`config.mk`:
```
export PLATFORM = sky130hd
export DESIGN_NAME = seq_divider
export DESIGN_NICKNAME = d
export VERILOG_FILES = /design/src/rtl/seq_divider_pkg.sv /design/src/rtl/seq_divider_div_row.sv /design/src/rtl/seq_divider.sv
export SDC_FILE = /design/constraint.sdc
export NUM_CORES = 1
export LEC_CHECK = 0
export ABC_AREA = 1
export CORE_ASPECT_RATIO = 1.4
export CORE_UTILIZATION = 55
export CTS_BUF_LIST = sky130_fd_sc_hd__clkbuf_8
export CTS_CLUSTER_SIZE = 8
export DETAILED_ROUTE_END_ITERATION = 6
export HOLD_SLACK_MARGIN = 0.02
export PLACE_DENSITY_LB_ADDON = 0.2
export SLEW_MARGIN = 20
export SYNTH_ARGS = -nofsm -noshare
export SYNTH_HDL_FRONTEND = slang
export SYNTH_HIERARCHICAL = 1
export SYNTH_SLANG_ARGS = --single-unit
```
`constraint.sdc`:
```
create_clock -name CLK -period 3.37 [get_ports CLK]
set_input_delay 0.674 -clock CLK [delete_from_list [all_inputs] [get_ports CLK]]
set_output_delay 0.674 -clock CLK [all_outputs]
set_load 0.005 [all_outputs]
```
`src/rtl/seq_divider_pkg.sv`:
```
// Shared definitions for the sequential non-restoring divider: controller
// state encodings and the default operand width.
package seq_div_pkg;

   localparam int unsigned DEFAULT_WIDTH = 8;

   typedef enum logic [1:0] {
      IDLE = 2'd0,
      ITER = 2'd1,
      FIX  = 2'd2,
      DZ   = 2'd3
   } div_state_t;

endpackage

```
`src/rtl/seq_divider_div_row.sv`:
```
// Combinational WIDTH+1-bit controlled add/subtract row for the divider.
// add_bar = 1 subtracts the divisor, add_bar = 0 adds it.
module div_row #(
   parameter int unsigned WIDTH = 8
) (
   input  logic [WIDTH:0] operand,
   input  logic [WIDTH:0] divisor,
   input  logic           add_bar,
   output logic [WIDTH:0] sum,
   output logic           carry_out
);

   logic [WIDTH:0]   divisor_eff;
   logic [WIDTH+1:0] full_sum;

   always_comb begin
      divisor_eff = divisor ^ {(WIDTH+1){add_bar}};
      full_sum    = {1'b0, operand} + {1'b0, divisor_eff} + {{(WIDTH+1){1'b0}}, add_bar};
   end

   assign sum       = full_sum[WIDTH:0];
   assign carry_out = full_sum[WIDTH+1];

endmodule

```
`src/rtl/seq_divider.sv`:
```
// Sequential non-restoring unsigned divider, one quotient bit per cycle.
// Optional macro DIV_ZERO_CHECK_EN adds a one-cycle zero-divisor shortcut (DZ).
module seq_divider
   import seq_div_pkg::*;
#(
   parameter int unsigned WIDTH = DEFAULT_WIDTH
) (
   input  logic             CLK,
   input  logic             RST_BAR,
   input  logic             START,
   input  logic [WIDTH-1:0] DIVIDEND,
   input  logic [WIDTH-1:0] DIVISOR,
   output logic             BUSY,
   output logic             DONE,
   output logic [WIDTH-1:0] QUOTIENT,
   output logic [WIDTH-1:0] REMAINDER,
   output logic             DIV_ZERO
);

   localparam int unsigned CW = (WIDTH > 2) ? $clog2(WIDTH) : 1;

   div_state_t state, state_next;

   logic [WIDTH:0]   p;
   logic [WIDTH-1:0] a;
   logic [WIDTH-1:0] d;
   logic [CW-1:0]    cnt;
   logic             done_q;

   logic             load_op;
   logic             iter_step;
   logic             fix_step;
   logic             dz_step;

   logic [WIDTH:0]   row_op;
   logic             row_add_bar;
   logic [WIDTH:0]   row_sum;
   logic             row_cout;

   // The single row serves both ITER (shifted P, add/sub by sign) and FIX (P + D).
   always_comb begin
      row_op      = {p[WIDTH-1:0], a[WIDTH-1]};
      row_add_bar = ~p[WIDTH];
      if (state == FIX) begin
         row_op      = p;
         row_add_bar = 1'b0;
      end
   end

   div_row #(
      .WIDTH (WIDTH)
   ) u_row (
      .operand   (row_op),
      .divisor   ({1'b0, d}),
      .add_bar   (row_add_bar),
      .sum       (row_sum),
      .carry_out (row_cout)
   );

   always_ff @(posedge CLK) begin
      if (!RST_BAR) begin
         state <= IDLE;
      end else begin
         state <= state_next;
      end
   end

   always_comb begin
      state_next = state;
      load_op    = 1'b0;
      iter_step  = 1'b0;
      fix_step   = 1'b0;
      dz_step    = 1'b0;
      case (state)
         IDLE: begin
            if (START) begin
               load_op    = 1'b1;
               state_next = ITER;
`ifdef DIV_ZERO_CHECK_EN
               if (DIVISOR == '0) begin
                  state_next = DZ;
               end
`endif
            end
         end
         ITER: begin
            iter_step = 1'b1;
            if (cnt == '0) begin
               state_next = FIX;
            end
         end
         FIX: begin
            fix_step   = 1'b1;
            state_next = IDLE;
         end
`ifdef DIV_ZERO_CHECK_EN
         DZ: begin
            dz_step    = 1'b1;
            state_next = IDLE;
         end
`endif
         default: begin
            state_next = IDLE;
         end
      endcase
   end

   // a holds the dividend and fills with quotient bits from the LSB end.
   // Row carry-out equals the inverted sign of the new partial remainder.
   always_ff @(posedge CLK) begin
      if (!RST_BAR) begin
         p         <= '0;
         a         <= '0;
         d         <= '0;
         cnt       <= '0;
         done_q    <= 1'b0;
         QUOTIENT  <= '0;
         REMAINDER <= '0;
      end else begin
         done_q <= fix_step | dz_step;
         if (load_op) begin
            a   <= DIVIDEND;
            d   <= DIVISOR;
            p   <= '0;
            cnt <= CW'(WIDTH - 1);
         end
         if (iter_step) begin
            p   <= row_sum;
            a   <= {a[WIDTH-2:0], row_cout};
            cnt <= cnt - 1'b1;
         end
         if (fix_step) begin
            QUOTIENT <= a;
            if (p[WIDTH]) begin
               p         <= row_sum;
               REMAINDER <= row_sum[WIDTH-1:0];
            end else begin
               REMAINDER <= p[WIDTH-1:0];
            end
         end
         if (dz_step) begin
            QUOTIENT  <= '1;
            REMAINDER <= a;
         end
      end
   end

`ifdef DIV_ZERO_CHECK_EN
   logic div_zero_q;

   always_ff @(posedge CLK) begin
      if (!RST_BAR) begin
         div_zero_q <= 1'b0;
      end else if (fix_step) begin
         div_zero_q <= 1'b0;
      end else if (dz_step) begin
         div_zero_q <= 1'b1;
      end
   end

   assign DIV_ZERO = div_zero_q;
`else
   assign DIV_ZERO = 1'b0;
`endif

   assign BUSY = (state != IDLE);
   assign DONE = done_q;

endmodule

```
==> impl_metrics.json <==
{
  "ios": 38,
  "power_density_nw_per_um2": 541.7,
  "vias": 2379,
  "netlist_area_um2": 2613,
  "clockPowerShare": 0.224,
  "drive_gt1_frac": 0.07543,
  "p_seq_frac": 0.385,
  "peakVddDrop_mv": 0.3275,
  "die_w_um": 60.25,
  "synth-simple-area-share": 0.2902,
  "muxShareOfSynthArea": 0,
  "wl_per_cell_um": 11.88,
  "hold_path.class": "flip-flop to flip-flop",
  "finalCritPeriodShare": 0.8885,
  "h-tree-depth": 2,
  "synth_compound_area_frac": 0.1370,
  "clk_latency_ps": 300,
  "end_kind": "flip-flop",
  "synth_top_cell_area_share": 0.3602,
  "syn_inst": 379,
  "cp.required_ps": 3610,
  "cpMostUsedCell": "nand2_1",
  "synthXorXnorAreaFrac": 0.03688,
  "area_growth_pct": 17.05,
  "rrSetupSlack_ps": 380,
  "fp-row-count": 29,
  "finalWirelength_um": 5619,
  "synth_fa_ha_area_frac": 0.06034,
  "synthTopCellsByArea": "dfxtp_1, nand2_1, o21ai_0",
  "cts_buffers": 5,
  "grt_overflow": 0,
  "max_slew_margin": 0.3620,
  "p_sw_frac": 0.3794,
  "crit_arrival_ps": 3230,
  "slowest_delay_ps": 740,
  "die_area_um2": 5034,
  "gp_congestion": 0.8673,
  "start_kind": "flip-flop",
  "mostFrequentLayoutCells": "nand2_1, dfxtp_1, nor2_1",
  "syn_area_per_cell_um2": 6.893,
  "worst-path-buf-inv": 0,
  "dieHeight_um": 83.55,
  "p_comb_frac": 0.391,
  "grt_pass1_wl_um": 9239,
  "grt_pass1_vias": 2271,
  "grt_use_total": 0.2420,
  "crit_chain": "nor2_4 -> nor2_1 -> xor2_1 -> fa_1 -> nand3_1 -> nand2_1 -> nand3_1 -> nand3_1 -> nand2_1 -> nand2_1 -> nand2_1 -> nand2_1 -> a21oi_1",
  "min_period_ps": 2994,
  "grt_max_degree": 27,
  "p_leak_nw": 1.367,
  "whs_ps": 460.1,
  "slowest_stage": "nor2_1",
  "critPathKind": "flip-flop to flip-flop",
  "ys_ff_latch": 47,
  "layout_commonest_cell": "nand2_1",
  "startpoint": "state[0]",
  "rr_startpoint": "state[0]",
  "cts_setup_buffers": 0,
  "drt_iter0_markers": 120,
  "vias_per_cell": 5.030,
  "status": "completed",
  "antenna_found_initial": 0,
  "cts_tree": "done",
  "p_int_w": 0.001028,
  "post_cts_resized": 0,
  "cts_hold_buf": 0,
  "fmax_mhz": 334.0,
  "n_antenna_cell": 0,
  "nNetsFinal": 441,
  "netSwitchingPower_w": 0.0006285,
  "maxCapViolCount": 0,
  "path_delay_family": "simple AND/OR/NAND/NOR gates",
  "clock_skew_ps": 6.692,
  "ys_warn_count": 6,
  "r2r_end": "p[8]",
  "yosysTopAreaCell": "dfxtp_1",
  "cp.depth": 13,
  "crit_fanout": 15,
  "ys_seq_area_frac": 0.3602,
  "synth_cell_types": 26,
  "cts_root_buffer": "clkbuf_8",
  "cts_buffer_depth": 2,
  "drcViolationCount": 0,
  "final-max-slew-violation-count": 0,
  "rsz0062_at_grt": "no",
  "start_util": 0.5760,
  "worstMarginPinSlew_ps": 953.5,
  "clock_sinks": 47,
  "clkSlewWorstSetupHoldPaths_ps": 80,
  "drtPass1Iterations": 4,
  "ant_nets": 0,
  "hpwl_um": 4271,
  "crit_path_end": "p[8]",
  "core_area_um2": 4536,
  "ff2ff_path_depth": 13,
  "final_hold_viol_count": 0,
  "port_buffers": 36,
  "synth_top_family_by_area": "simple AND/OR/NAND/NOR gates",
  "setup_viol": 0,
  "setup_tns_ps": 0
}
-- how the worst min path moves through the flow --
stage	depth (start not counted)	to	start	slack, ps
global placement	2	cnt[1]	cnt[1]	450
floorplan	2	cnt[1]	cnt[1]	430
finish	2	cnt[2]	cnt[2]	460
CTS	2	cnt[2]	cnt[2]	470
global route	2	REMAINDER[4]	REMAINDER[4]	480
detailed placement	2	cnt[2]	cnt[2]	450
-- stage by stage --
stage                     std cells  utilization  setup WS [ps]  area, um^2  power (W)
final                           473       0.6742          375.7        3058   0.001656
after CTS                       473       0.6742          363.6        3058   0.001663
after global placement          465       0.6521          507.6        2958   0.001282
after floorplan                 380            -          859.3        2616   0.001145
after global routing            473       0.6742          85.51        3058   0.001775
after detailed placement        465       0.6521          404.2        2958   0.001298
-- cell families (layout without fill, tap and decap cells) --
group           count (synthesis)  count (layout)
compound gates                 70              70
flops                          47              47
fa+ha+maj                      12              12
xor+xnor                       11              11
other cells                     1               2
simple gates                  175             175
buf+inv                        63              94
-- cell type report --
class                      count  area [um^2]
fill                         431         1478
multi-input combinational    270         1378
sequential                    47        940.9
timing repair buffer          39        382.9
inverter                      47        178.9
clock buffer                   7        96.34
tap                           62        77.57
clock inverter                 1        3.754
-- state kept, by name, summed over array words and instances (netlist names) --
register	flops
cnt	3
a	8
state	2
QUOTIENT	8
d	8
REMAINDER	8
DONE	1
p	9
-- synth_stat cells --
cell type and number:
inv_4 1, o21bai_1 1, nand2_4 3, xor2_1 11, nand2_2 4, and2_2 1
nand3_2 2, buf_4 5, nand2_1 96, conb_1 1, clkbuf_1 4, inv_1 40
nor3_1 5, nor2_1 42, ha_1 11, dfxtp_1 47, inv_2 6, a21oi_1 28
o21ai_0 39, a31oi_1 1, fa_1 1, nor2_4 3, buf_6 5, buf_2 2
nand3_1 19, o21ai_2 1
-- worst register-to-register path: cells and delay by family, from the launching register on --
kind	cells	cell delay, ps
and+or+nand+nor	10	1610
AOI/OAI and AO/OA	1	100
DFF	1	510
adders and majority gates	1	480
xor gates and xnor gates	1	240
-- power by group through the flow --
stage	Clock, W	Combinational [W]	Sequential, W
finish	0.000371	0.000648	0.000637
detailed placement	0	0.000648	0.000650
CTS	0.000376	0.000651	0.000637
global route	0.000394	0.000738	0.000643
floorplan	0	0.000503	0.000642
global placement	0	0.000633	0.000648
-- routing by layer --
layer / track usage / share of wire / up-vias
li1: - / - / 1245
met1: 0.2471 / 0.41 / 1081
met2: 0.4456 / 0.55 / 44
met3: 0.04341 / 0.026 / 9
met4: 0.1142 / 0.022 / 0
met5: 0 / 0 / -
Power figures use the tool's default switching activity.
